===== src/rtl/apb_stream_master_if.sv =====
// Bus bundle for apb_stream_master: request/response stream plus APB master signals.
// Signal directions in the names are from the bridge's point of view.
interface apb_stream_master_if #(
  parameter int unsigned ADDR_W = 4,
  parameter int unsigned DATA_W = 32
);
  logic              req_vld_i;
  logic              req_rdy_o;
  logic              req_write_i;
  logic [ADDR_W-1:0] req_addr_i;
  logic [DATA_W-1:0] req_wdata_i;
  logic              rsp_vld_o;
  logic              rsp_rdy_i;
  logic [DATA_W-1:0] rsp_rdata_o;
  logic              rsp_err_o;
  logic              psel_o;
  logic              penable_o;
  logic [ADDR_W-1:0] paddr_o;
  logic              pwrite_o;
  logic [DATA_W-1:0] pwdata_o;
  logic [DATA_W-1:0] prdata_i;
  logic              pready_i;

  modport master (
    input  req_vld_i, req_write_i, req_addr_i, req_wdata_i, rsp_rdy_i, prdata_i, pready_i,
    output req_rdy_o, rsp_vld_o, rsp_rdata_o, rsp_err_o,
           psel_o, penable_o, paddr_o, pwrite_o, pwdata_o
  );

  modport slave (
    output req_vld_i, req_write_i, req_addr_i, req_wdata_i, rsp_rdy_i, prdata_i, pready_i,
    input  req_rdy_o, rsp_vld_o, rsp_rdata_o, rsp_err_o,
           psel_o, penable_o, paddr_o, pwrite_o, pwdata_o
  );
endinterface


===== src/rtl/apb_stream_master.sv =====
// Request/response stream to APB master bridge: one SETUP/ACCESS transfer per request,
// single transfer in flight, watchdog aborts ACCESS phases the slave never completes.
module apb_stream_master #(
  parameter int unsigned ADDR_W  = 4,
  parameter int unsigned DATA_W  = 32,
  parameter int unsigned TIMEOUT = 255
) (
  input  logic                  pclk_i,
  input  logic                  rst_n_i,
  apb_stream_master_if.master   bus
);

  localparam int unsigned    WD_W    = (TIMEOUT == 0) ? 1 : $clog2(TIMEOUT + 1);
  localparam logic [WD_W-1:0] WD_LAST = WD_W'((TIMEOUT == 0) ? 0 : TIMEOUT - 1);

  typedef enum logic [1:0] {
    S_IDLE,
    S_SETUP,
    S_ACCESS,
    S_RESP
  } state_t;

  state_t            r_state;
  state_t            w_next;
  logic [ADDR_W-1:0] r_paddr;
  logic              r_pwrite;
  logic [DATA_W-1:0] r_pwdata;
  logic [DATA_W-1:0] r_rdata;
  logic              r_err;
  logic [WD_W-1:0]   r_wdog;
  logic              w_accept;
  logic              w_expire;
  logic              w_psel;
  logic              w_penable;
  logic              w_rsp_vld;
  logic              w_req_rdy;

  assign w_accept = (r_state == S_IDLE) && bus.req_vld_i;
  // Last allowed wait cycle with pready still low; pready in that cycle wins.
  assign w_expire = (TIMEOUT != 0) && (r_wdog == WD_LAST) && !bus.pready_i;

  always_ff @(posedge pclk_i or negedge rst_n_i) begin
    if (!rst_n_i) r_state <= S_IDLE;
    else          r_state <= w_next;
  end

  always_comb begin
    w_next = r_state;
    case (r_state)
      S_IDLE:   if (bus.req_vld_i)              w_next = S_SETUP;
      S_SETUP:                                  w_next = S_ACCESS;
      S_ACCESS: if (bus.pready_i || w_expire)   w_next = S_RESP;
      S_RESP:   if (bus.rsp_rdy_i)              w_next = S_IDLE;
      default:                                  w_next = S_IDLE;
    endcase
  end

  always_comb begin
    w_req_rdy = 1'b0;
    w_psel    = 1'b0;
    w_penable = 1'b0;
    w_rsp_vld = 1'b0;
    case (r_state)
      S_IDLE:   w_req_rdy = 1'b1;
      S_SETUP:  w_psel    = 1'b1;
      S_ACCESS: begin
        w_psel    = 1'b1;
        w_penable = 1'b1;
      end
      S_RESP:   w_rsp_vld = 1'b1;
      default:  ;
    endcase
  end

  always_ff @(posedge pclk_i or negedge rst_n_i) begin
    if (!rst_n_i) begin
      r_paddr  <= '0;
      r_pwrite <= 1'b0;
      r_pwdata <= '0;
      r_rdata  <= '0;
      r_err    <= 1'b0;
      r_wdog   <= '0;
    end else begin
      if (w_accept) begin
        r_paddr  <= bus.req_addr_i;
        r_pwrite <= bus.req_write_i;
        r_pwdata <= bus.req_wdata_i;
      end
      if (r_state == S_SETUP) r_wdog <= '0;
      if (r_state == S_ACCESS) begin
        if (bus.pready_i) begin
          r_rdata <= r_pwrite ? '0 : bus.prdata_i;
          r_err   <= 1'b0;
        end else if (w_expire) begin
          r_rdata <= '0;
          r_err   <= 1'b1;
        end else if (r_wdog != '1) begin
          r_wdog  <= r_wdog + WD_W'(1);
        end
      end
    end
  end

  assign bus.req_rdy_o   = w_req_rdy;
  assign bus.psel_o      = w_psel;
  assign bus.penable_o   = w_penable;
  assign bus.rsp_vld_o   = w_rsp_vld;
  assign bus.paddr_o     = r_paddr;
  assign bus.pwrite_o    = r_pwrite;
  assign bus.pwdata_o    = r_pwdata;
  assign bus.rsp_rdata_o = r_rdata;
  assign bus.rsp_err_o   = r_err;

endmodule


===== src/flat_wrapper.sv =====
// flat-port wrapper written by rule: the top's interface ports become plain ports
module apb_stream_master_flat 
#(
  parameter int unsigned ADDR_W  = 4,
  parameter int unsigned DATA_W  = 32,
  parameter int unsigned TIMEOUT = 255
)
  (pclk_i, rst_n_i, bus_req_vld_i, bus_req_write_i, bus_req_addr_i, bus_req_wdata_i, bus_rsp_rdy_i, bus_prdata_i, bus_pready_i, bus_req_rdy_o, bus_rsp_vld_o, bus_rsp_rdata_o, bus_rsp_err_o, bus_psel_o, bus_penable_o, bus_paddr_o, bus_pwrite_o, bus_pwdata_o);
  apb_stream_master_if #(.ADDR_W(ADDR_W), .DATA_W(DATA_W)) bus_i ();
  input  logic pclk_i;
  input  logic rst_n_i;
  input wire logic [$bits(bus_i.req_vld_i)-1:0] bus_req_vld_i;
  input wire logic [$bits(bus_i.req_write_i)-1:0] bus_req_write_i;
  input wire logic [$bits(bus_i.req_addr_i)-1:0] bus_req_addr_i;
  input wire logic [$bits(bus_i.req_wdata_i)-1:0] bus_req_wdata_i;
  input wire logic [$bits(bus_i.rsp_rdy_i)-1:0] bus_rsp_rdy_i;
  input wire logic [$bits(bus_i.prdata_i)-1:0] bus_prdata_i;
  input wire logic [$bits(bus_i.pready_i)-1:0] bus_pready_i;
  output wire logic [$bits(bus_i.req_rdy_o)-1:0] bus_req_rdy_o;
  output wire logic [$bits(bus_i.rsp_vld_o)-1:0] bus_rsp_vld_o;
  output wire logic [$bits(bus_i.rsp_rdata_o)-1:0] bus_rsp_rdata_o;
  output wire logic [$bits(bus_i.rsp_err_o)-1:0] bus_rsp_err_o;
  output wire logic [$bits(bus_i.psel_o)-1:0] bus_psel_o;
  output wire logic [$bits(bus_i.penable_o)-1:0] bus_penable_o;
  output wire logic [$bits(bus_i.paddr_o)-1:0] bus_paddr_o;
  output wire logic [$bits(bus_i.pwrite_o)-1:0] bus_pwrite_o;
  output wire logic [$bits(bus_i.pwdata_o)-1:0] bus_pwdata_o;
  assign bus_i.req_vld_i = bus_req_vld_i;
  assign bus_i.req_write_i = bus_req_write_i;
  assign bus_i.req_addr_i = bus_req_addr_i;
  assign bus_i.req_wdata_i = bus_req_wdata_i;
  assign bus_i.rsp_rdy_i = bus_rsp_rdy_i;
  assign bus_i.prdata_i = bus_prdata_i;
  assign bus_i.pready_i = bus_pready_i;
  assign bus_req_rdy_o = bus_i.req_rdy_o;
  assign bus_rsp_vld_o = bus_i.rsp_vld_o;
  assign bus_rsp_rdata_o = bus_i.rsp_rdata_o;
  assign bus_rsp_err_o = bus_i.rsp_err_o;
  assign bus_psel_o = bus_i.psel_o;
  assign bus_penable_o = bus_i.penable_o;
  assign bus_paddr_o = bus_i.paddr_o;
  assign bus_pwrite_o = bus_i.pwrite_o;
  assign bus_pwdata_o = bus_i.pwdata_o;
  apb_stream_master #(.ADDR_W(ADDR_W), .DATA_W(DATA_W), .TIMEOUT(TIMEOUT)) u_core (.pclk_i(pclk_i), .rst_n_i(rst_n_i), .bus(bus_i));
endmodule

===== config.mk =====
export PLATFORM = sky130hd
export DESIGN_NAME = apb_stream_master_flat
export DESIGN_NICKNAME = d
export VERILOG_FILES = /design/src/rtl/apb_stream_master_if.sv /design/src/rtl/apb_stream_master.sv /design/src/flat_wrapper.sv
export SDC_FILE = /design/constraint.sdc
export NUM_CORES = 1
export LEC_CHECK = 0
export CORE_MARGIN = 5
export CORE_UTILIZATION = 38
export DETAILED_ROUTE_END_ITERATION = 8
export PLACE_DENSITY_LB_ADDON = 0.2
export SYNTH_ARGS = -nofsm -noshare
export SYNTH_HDL_FRONTEND = slang
export SYNTH_SLANG_ARGS = --single-unit

===== constraint.sdc =====
create_clock -name pclk_i -period 1.75 [get_ports pclk_i]
set_input_delay 0.35 -clock pclk_i [delete_from_list [all_inputs] [get_ports pclk_i]]
set_output_delay 0.35 -clock pclk_i [all_outputs]
set_load 0.005 [all_outputs]

After elaboration in Yosys (flattened, before gate mapping):

Cells that the tools add are included.

* equal/unequal tests: 8
* add/sub/neg operators: 1
* reductions and logical operators: 9
* muxes and demuxes: 18

Operator list (number)
* two-way mux 32 bit: 3
* two-way mux 8 bit: 5
* adder 8 x 1 -> 8 bit (second input constant): 1
* == test 8 bit (second input constant): 1
* inequality test 8 bit (second input constant): 1
* one-hot mux 2 bit (4 select lines): 1
* two-way mux 1 bit: 6
* two-way mux 2 bit: 3
* == test 2 bit (second input constant): 2
* inequality test 2 bit (second input constant): 2
* AND reduction 3 bit: 1
* == test 2 x 1 -> 1 bit (second input constant): 1
* logical AND 1 bit: 2
* logical NOT 2 bit: 1
* inequality test 2 x 1 -> 1 bit (second input constant): 1
* AND reduction 2 bit: 1
* nonzero test 2 bit: 1
* OR reduction 2 bit: 1
* logical NOT 1 bit: 1
* logical OR 1 bit: 1

* logic and storage cells: 43
* output and inout port bits: 74
* register bits: 80
* bits of input ports: 74

Longest topological paths before layout:

Gate-level depths: netlist of the first run.

* word-level depth: 6
* depth in mapped cells: 7

Worst setup path after synthesis of the first run:

Ideal clock, no wire load.

* path type: reg2reg
* from: reg u_core.r_state[0]
* to: reg u_core.r_state[1]
* clock period less this slack: 1792 ps
* cell stages (with the launch flop): 8
* required time: 1623 ps
* library setup time: 127 ps
* path buffers: 1
* arrival: 1664 ps
* path slack: -42 ps
* cell sequence: dfrtp_1 inv_1 ha_1 buf_2 and2b_1 o21ai_1 o221a_2 mux2_1

* longest elaborated chain between the ends: 3

Ends and longest elaborated chain
* from (decl): line apb_stream_master.sv:23 `state_t r_state;`
* from (signal assigned): line apb_stream_master.sv:44 `else r_state <= w_next;`
* == test 2 bit or logical NOT 2 bit (tied branches): line apb_stream_master.sv:49 `case (r_state)`
* inequality test 2 x 1 -> 1 bit (no line) or inequality test 2 bit (tied branches)
* AND reduction 3 bit (no line)

Several ways; a longest one is shown, not always the timed one.
A chain may end at the register's enable or synchronous reset.

Final worst setup path of the first run:

* from: reg u_core.r_state[1]
* to: reg u_core.r_wdog[0]

* longest elaborated chain between the ends: 6

Ends and longest elaborated chain
* == test 2 x 1 -> 1 bit: line apb_stream_master.sv:89 `if (r_state == S_SETUP) r_wdog <= '0;`
* two-way mux 8 bit: line apb_stream_master.sv:89
* two-way mux 8 bit: line apb_stream_master.sv:97 `end else if (r_wdog != '1) begin`
* two-way mux 8 bit: line apb_stream_master.sv:94 `end else if (w_expire) begin`
* two-way mux 8 bit: line apb_stream_master.sv:91 `if (bus.pready_i) begin`
* two-way mux 8 bit *: line apb_stream_master.sv:90 `if (r_state == S_ACCESS) begin`
* to (signal assigned): line apb_stream_master.sv:98 `r_wdog <= r_wdog + WD_W'(1);`
* to (decl): line apb_stream_master.sv:30 `logic [WD_W-1:0] r_wdog;`

Every way passes the cells marked *; elsewhere a longest branch is shown, timed or not.

==> impl_metrics.ini, run 1 <==
[detailed_routing]
wl_um = 9066
vias_per_cell = 5.156
dr_total_vias = 2717
first_pass_iters = 4
drtAntennaViolNets = 0
drc = 0
drtIter0Drc = 54
post_drt_wl_per_cell_um = 17.20

[yosys]
ys_ff_latch = 80
seq_area_frac_synth_pct = 58.22
avgSynthCellArea_um2 = 13.64
synth_cell_types = 34
ys_warn_count = 0
syn-num-nets = 332
syn-cell-area_mm2 = 0.003438
syn_inst = 252

[setup_path]
path_class = flip-flop to flip-flop
end_kind = flip-flop
startpoint_type = flip-flop
critPathArrivalTime_ns = 1.99
cp_max_fo = 6
worst_ep_required_time_ns = 1.98

[global_routing]
grt_max_degree = 37
grt_remaining_overflow = 0
grt_pass1_wl_um = 14850
antenna_found_initial = 0
track_usage_pct = 16.39
grt_pass1_vias = 2854

[cts]
clock_latency_ns = 0.35
cts.path.max_buffers = 2
h-tree-depth = 3
clk_pin_slew_ns = 0.09
clkSinkCount = 80
tritoncts = built
clock-root-buffer = clkbuf_8
numCtsBuffers = 9

[die]
row_count = 34
die_x_um = 105.1
die_area_mm2 = 0.01105
fp.dieH_um = 105.1
start_util_pct = 39.23
core_area_mm2 = 0.008763
ios = 148

[timing]
tns_ns = -0.01996
rsz0062_at_grt = yes
setup_slack_ns = -0.01140
relSlewSlack_pct = 72.66
tightest_slew_ns = 0.4101
finalCritPeriodShare_pct = 100.7
fin_crit_ns = 1.761
slew_viol_final = 0
hold_viol = 0
fin_skew_ns = 0.01051
max_freq_ghz = 0.5677
setup-violations-final = 2

[flow_run]
cap_violations = 0

[finish]
nets = 494
fillers = 695
drive_above_1_share_pct = 21.72
layout_common_cells = 142 x clkdlybuf4s50_1, 80 x dfrtp_1, 37 x mux2_2
final_cell_area_mm2 = 0.005514
antenna_cells = 0
layout.cells.most_common = clkdlybuf4s50_1
areaGrowthSynthToFinish_pct = 60.37

[placement]
portBuffers = 147
dp_hpwl_um = 6440
place_area_mm2 = 0.005139
place.gp.congestion = 0.7789

[power_and_ir_drop]
vdd_drop_max_v = 0.0008571
p_leak_uw = 0.002685
p_per_area_mw_per_mm2 = 1635

[outcome]
violations = setup timing
status = complete, but fails checks

[min_path]
hold_path.class = input port to asynchronous set/reset pin
## synth_stat cells
master | count | area (µm²)
nor3_1 | 3 | 15.01
nand2b_1 | 1 | 6.260
xor2_1 | 1 | 8.760
nand3_1 | 3 | 15.01
a21oi_1 | 2 | 10.01
o31a_1 | 1 | 8.760
mux2_1 | 1 | 11.26
o31ai_2 | 1 | 12.51
a221o_1 | 1 | 10.01
ha_1 | 6 | 75.07
o21ai_0 | 2 | 10.01
dfrtp_1 | 80 | 2002
a21bo_2 | 1 | 10.01
a21o_1 | 32 | 240.2
nor2_1 | 5 | 18.77
o22ai_1 | 2 | 12.51
inv_1 | 5 | 18.77
and4b_1 | 32 | 320.3
o2bb2ai_1 | 1 | 8.760
nand3b_1 | 2 | 15.01
and3_1 | 2 | 12.51
o21ai_1 | 2 | 10.01
nand2_1 | 3 | 11.26
mux2_2 | 38 | 427.9
nor2_2 | 1 | 6.260
and2b_1 | 1 | 7.510
nand4_2 | 1 | 12.51
buf_2 | 4 | 20.02
and3_2 | 1 | 7.510
o221a_2 | 1 | 11.26
a211o_1 | 2 | 17.52
a22o_2 | 1 | 10.01
clkbuf_1 | 12 | 45.04
mux2i_1 | 1 | 10.01
## sequential cells by signal, indices dropped and copies added (netlist names)
name	flops
u_core.bus.pwdata_o	32
u_core.bus.rsp_err_o	1
u_core.bus.paddr_o	4
u_core.r_wdog	8
u_core.bus.pwrite_o	1
u_core.r_state	2
u_core.bus.rsp_rdata_o	32
## critical path, stage by stage (launching register included)
cell	delay [ns]
dfrtp_1	0.41
buf_6	0.13
ha_4	0.16
and2b_2	0.22
o31a_1	0.18
buf_4	0.17
buf_6	0.11
mux2_4	0.26
## power breakdown
group / total, µW / switching (µW) / internal (µW)
clock network: 1850 / 708 / 1140
logic: 4070 / 1420 / 2650
registers: 3100 / 428 / 2670
## cells by family (layout without fill, tap and decap cells)
family          count (synthesis)  after routing  share of synthesized area, %
flops                          80             80                         58.22
simple gates                   55             55                         13.03
compound gates                 49             49                         10.81
mux                            40             40                         13.06
buf+inv                        21            188                         2.438
fa+ha+maj                       6              6                         2.183
xor+xnor                        1              1                        0.2548
## path summary, 6_finish.rpt
check	cells past startpoint	start	slack, ns	endpoint
max	7	u_core.r_state[1]	-0.01	u_core.r_wdog[0]
min	2	rst_n_i	0.46	u_core.bus.rsp_rdata_o[14]
max reg2reg	7	u_core.r_state[1]	-0.01	u_core.r_wdog[0]
min reg2reg	1	u_core.bus.rsp_rdata_o[5]	0.48	u_core.bus.rsp_rdata_o[5]
max in group asynchronous	3	rst_n_i	0.72	u_core.bus.rsp_rdata_o[30]
min in group pclk_i	1	u_core.bus.rsp_rdata_o[5]	0.48	u_core.bus.rsp_rdata_o[5]
## what timing repair did
item | in CTS | in global routing
setup buffers | 2 | 3
hold buffers | 1 | 0
pin swaps | 0 | 1
hold endpoints to repair | 29 | 0
resized for setup | 6 | 14
setup endpoints to repair | 5 | 12
## area by class of cell
type | instances | area, µm² | area share (%)
sequential | 80 | 2002 | 36.31
timing repair buffer | 167 | 1672 | 30.32
multi-input combinational | 151 | 1410 | 25.57
clock inverter | 6 | 138.9 | 2.519
clock buffer | 10 | 137.6 | 2.496
tap | 108 | 135.1 | 2.451
inverter | 5 | 18.77 | 0.3404
## stage by stage
step / std cells / hold slack, ns / total power [µW] / setup WS, ns / util [%]
2_1_floorplan: 252 / 0.05441 / 4713 / 0.0009762 / -
3_5_place_dp: 505 / 0.3158 / 7154 / -0.1233 / 58.64
6_report: 527 / 0.4633 / 9017 / -0.01140 / 62.92
3_3_place_gp: 505 / 0.3160 / 7065 / -0.1025 / 58.64
4_1_cts: 524 / 0.4752 / 9040 / 0.0002591 / 62.06
5_1_grt: 527 / 0.4978 / 9634 / -0.08216 / 62.92
## layer usage
metal	part of all wire, %	track usage (%)
met1	45	21.78
met2	44	24.19
met3	11	8.015
met4	0.77	3.836
met5	0	0
Note: power is estimated with default switching activity, not from simulation.
==> run 2, diff against run 1 <==
- ABC_AREA: default -> 1
==> impl_metrics.ini, run 2 <==
[finish]
drive_above_1_share_pct = 18.26
layout_common_cells = 142 x clkdlybuf4s50_1, 80 x dfrtp_1, 57 x nand2_1
final_cell_area_mm2 = 0.005361
areaGrowthSynthToFinish_pct = 54.14
final_cells = 593
layout.cells.most_common = clkdlybuf4s50_1
antenna_cells = 0
nets = 558

[flow_run]
cap_violations = 0

[global_routing]
grt_max_degree = 61
antenna_found_initial = 0
grt_pass1_vias = 2951
grt_remaining_overflow = 0
track_usage_pct = 16.26
grt_pass1_wl_um = 14660

[placement]
dp_hpwl_um = 6416
place_area_mm2 = 0.005101
place.gp.congestion = 0.8684
place_ws_ns = 0.1047
dpl.cell_count = 574
portBuffers = 147

[setup_path]
worst_ep_required_time_ns = 1.40
end_kind = output port
regToRegSetupSlack_ns = 0.12
rr_startpoint = u_core.r_wdog[0]
path_class = flip-flop to output port
critPathArrivalTime_ns = 1.34
regToRegEndpoint = u_core.bus.rsp_rdata_o[5]
cp_max_fo = 3
rr_worst_depth = 10
startpoint_type = flip-flop

[outcome]
status = finished, final reports clean

[cts]
tritoncts = built
cts.path.max_buffers = 2
numCtsBuffers = 9
clkSinkCount = 80
clk_pin_slew_ns = 0.08
h-tree-depth = 3
clock_latency_ns = 0.34
clock-root-buffer = clkbuf_8

[timing]
fin_skew_ns = 0.01432
finalCritPeriodShare_pct = 96.31
tightest_slew_ns = 0.4028
fin_crit_ns = 1.685
slew_viol_final = 0
relSlewSlack_pct = 73.14
max_freq_ghz = 0.5934
setup-violations-final = 0
rsz0062_at_grt = no
setup_slack_ns = 0.06466
tns_ns = 0
hold_viol = 0

[yosys]
netlist_top_cells_count = 80 x dfrtp_1, 57 x nand2_1, 39 x nand3_1, 36 x mux2_2, 18 x inv_1
yosysMostFrequentCell = dfrtp_1
ys.flop_type = dfrtp_1
yosys-top-cells-area = dfrtp_1 58%, mux2_2 12%, nand2_1 6.2%
synth_edf_count = 0
seq_area_frac_synth_pct = 57.55
synth_top_area_share_pct = 57.55
synth_top_cell_by_area = dfrtp_1
syn_inst = 323
ys_warn_count = 0
avgSynthCellArea_um2 = 10.77
synth_cell_types = 23
syn-cell-area_mm2 = 0.003478
ys_ff_latch = 80
synth_async_sr_flop_share_pct = 100.0
syn-num-nets = 403

[die]
die_area_mm2 = 0.01117
row_count = 35
fp.dieH_um = 105.7
core_area_mm2 = 0.009065
start_util_pct = 38.37
die_x_um = 105.7
ios = 148

[detailed_routing]
drtIter0Drc = 121
dr_total_vias = 2867
post_drt_wl_per_cell_um = 15.36
vias_per_cell = 4.835
first_pass_iters = 4
drtAntennaViolNets = 0
drc = 0
wl_um = 9111

[power_and_ir_drop]
p_per_area_mw_per_mm2 = 1530
power_uw = 8204
p_leak_uw = 0.002308
vdd_drop_max_v = 0.0008663

[min_path]
hold_path.class = input port to asynchronous set/reset pin
-- run 2: final cells by class --
class	instances	area, µm²
multi-input combinational	205	1318
timing repair buffer	163	1648
sequential	80	2002
tap	111	138.9
inverter	19	71.32
fill	785	3704
clock buffer	10	127.6
clock inverter	5	56.30
-- run 2: metrics by stage --
stage                     hold WS [ns]  util (%)
after detailed placement        0.3106     56.27
after CTS                       0.4769     58.81
after global placement          0.3127     56.27
after floorplan                0.05441         -
final                           0.4743     59.14
after global routing            0.4926     59.14
-- run 2: logic make-up (layout without fill, tap and decap cells) --
logic type,count (synthesis),count (layout),synth area share (%)
compound gates,44,44,7.950
xor+xnor,2,2,0.5037
fa+ha+maj,6,6,2.158
buf+inv,38,197,5.503
flops,80,80,57.55
mux,36,36,11.65
simple gates,117,117,14.68
-- run 2: worst max path at each step --
stage,slack [ns],to,startpoint
floorplan,0.13,u_core.bus.pwdata_o[11],u_core.r_state[0]
global placement,0.13,u_core.bus.pwdata_o[17],bus_req_vld_i
detailed placement,0.10,bus_penable_o,u_core.r_state[0]
CTS,0.05,bus_penable_o,u_core.r_state[1]
global route,0.001,bus_penable_o,u_core.r_state[1]
finish,0.06,bus_rsp_vld_o,u_core.r_state[0]
-- run 2: critical path, cell delays in order (launching register included) --
cell	delay (ns)
dfrtp_1	0.41
buf_4	0.15
ha_1	0.21
clkdlybuf4s15_1	0.23
-- run 2: layer usage --
layer / up-vias / GRT usage, % / wire, µm / part of all wire (%)
li1: 1383 / - / - / -
met1: 1370 / 19.37 / 3728 / 41
met2: 106 / 26.64 / 4363 / 48
met3: 8 / 7.165 / 909 / 10
met4: 0 / 4.718 / 110 / 1.2
met5: - / 0 / 0 / 0
-- run 2: repair_timing --
action	CTS	global route
pin swaps	1	0
hold buffers	1	0
hold endpoints to repair	29	0
gates resized for setup	11	2
cloned	0	1
setup endpoints to repair	4	5
buffers inserted	2	0
-- run 2: power breakdown --
part / switching [µW] / internal [µW] / leakage (µW)
combinational: 1500 / 2340 / 0.00120
clock: 653 / 653 / 0.0000925
sequential: 433 / 2630 / 0.00101
==> run 3, diff against run 2 <==
- CORE_UTILIZATION: 38 -> 40
- CTS_BUF_LIST: default -> sky130_fd_sc_hd__clkbuf_4
==> impl_metrics.ini, run 3 (same netlist as run 2, synthesis figures left out) <==
[power_and_ir_drop]
seqPwrFrac_pct = 38.6
sw_frac_of_total_pct = 33.11
clockPowerShare_pct = 12.7
power_switching_uw = 2618
combPwrFrac_pct = 48.7
vdd_drop_max_v = 0.0007314
p_leak_uw = 0.002281
p_per_area_mw_per_mm2 = 1491
power_uw = 7907
internal-power_uw = 5289

[finish]
nets = 558
layout.cells.most_common = clkdlybuf4s50_1
final_util_pct = 61.71
antenna_cells = 0
drive_above_1_share_pct = 19.05
areaGrowthSynthToFinish_pct = 52.45
layout_common_cells = 142 x clkdlybuf4s50_1, 80 x dfrtp_1, 57 x nand2_1

[setup_path]
end_kind = output port
cpPeakStageDelay_ns = 0.42
worst_ep_required_time_ns = 1.40
critPathArrivalTime_ns = 1.32
startpoint_type = flip-flop
cp_max_fo = 5
slowest_stage = dfrtp_1
path_class = flip-flop to output port
worstPathCellList = buf_6, ha_4, clkdlybuf4s15_1

[timing]
slew_viol_final = 0
hold_viol = 0
fin_crit_ns = 1.671
setup_slack_ns = 0.07870
tightest_slew_ns = 0.3815
fin_skew_ns = 0.02177
setup-violations-final = 0
relSlewSlack_pct = 74.54
rsz0062_at_grt = no
finalCritPeriodShare_pct = 95.50
max_freq_ghz = 0.5983

[cts]
numCtsBuffers = 9
clock_latency_ns = 0.42
cts.path.max_buffers = 2
tritoncts = built
clock-root-buffer = clkbuf_4
clk_pin_slew_ns = 0.15
h-tree-depth = 3
clkSinkCount = 80

[placement]
portBuffers = 147
dp_hpwl_um = 6324
place_ws_ns = 0.09196
place.gp.congestion = 0.8170

[die]
start_util_pct = 40.48
row_count = 34
die_area_mm2 = 0.01066
core_area_mm2 = 0.008593
ios = 148
fp.dieH_um = 103.3
die_x_um = 103.3

[detailed_routing]
drtAntennaViolNets = 0
drc = 0
vias_per_cell = 4.843
wl_um = 8975
drtIter0Drc = 59
post_drt_wl_per_cell_um = 15.19
first_pass_iters = 4
dr_total_vias = 2862

[global_routing]
grt_pass1_vias = 2881
grt_max_degree = 67
antenna_found_initial = 0
track_usage_pct = 16.87
grt_remaining_overflow = 0
grt_pass1_wl_um = 13940

[flow_run]
cap_violations = 0

[outcome]
status = finished, final reports clean

[min_path]
hold_path.class = input port to asynchronous set/reset pin
==> run 3: cell types whose count changed in the layout (fill, tap and decap cells not counted), moves of 2 or more <==
cell / before / now
inv_6: 1 / 3
clkbuf_4: 0 / 9
clkbuf_8: 9 / 0
dlygate4sd2_1: 2 / 0
==> run 3: cell type report <==
cell class	instances	area, µm²
clock inverter	7	53.80
timing repair buffer	163	1653
fill	752	3291
tap	108	135.1
multi-input combinational	205	1320
clock buffer	9	67.56
sequential	80	2002
inverter	19	71.32
==> run 3: layer usage <==
layer	vias to the layer above	track usage [%]	part of all wire [%]
met5	-	0	0
met4	0	7.072	2.1
met3	12	4.829	8.2
met2	97	26.79	48
met1	1364	21.72	42
li1	1389	-	-
==> run 3: repair_timing <==
| action | CTS | global route |
|---|---|---|
| buffers inserted | 2 | 1 |
| setup endpoints to repair | 4 | 34 |
| gates resized for setup | 15 | 4 |
| hold buffers | 1 | 0 |
| endpoints found under the hold margin | 80 | 0 |
| pin swaps | 1 | 0 |
| cloned | 0 | 1 |
==> run 3: metrics by stage <==
step / setup TNS, ns / hold slack (ns) / instances / area [µm²]
global placement: 0 / 0.3724 / 570 / 5102
CTS: -0.007207 / 0.4262 / 589 / 5273
finish: 0 / 0.4265 / 591 / 5303
global route: 0 / 0.4369 / 591 / 5303
detailed placement: 0 / 0.3674 / 570 / 5102
floorplan: 0 / 0.05441 / 323 / 3478
==> run 3: critical path, delay by kind of cell, from the launching register on <==
kind | cells | cell delay (ns)
adders and majority gates | 1 | 0.17
buffers and inverters | 2 | 0.33
DFF | 1 | 0.42
==> run 3: final timing paths <==
path | to | from | slack [ns] | cells after the start
setup / recovery | bus_penable_o | u_core.r_state[1] | 0.08 | 3
hold / removal | u_core.bus.rsp_rdata_o[10] | rst_n_i | 0.43 | 3
setup reg to reg | u_core.bus.rsp_rdata_o[2] | u_core.r_wdog[1] | 0.17 | 9
hold reg to reg | u_core.bus.rsp_rdata_o[1] | u_core.bus.rsp_rdata_o[1] | 0.50 | 2
max in group asynchronous | u_core.bus.pwdata_o[10] | rst_n_i | 1.02 | 3
min in group pclk_i | u_core.bus.rsp_rdata_o[22] | bus_prdata_i[22] | 0.49 | 3
==> run 3: power by group through the flow <==
stage	registers (µW)	clock network, µW	logic, µW
4_1_cts	3060	1050	3840
2_1_floorplan	3130	0	1550
5_1_grt	3160	1120	4230
3_3_place_gp	3070	0	3700
6_report	3050	1010	3850
3_5_place_dp	3110	0	3740
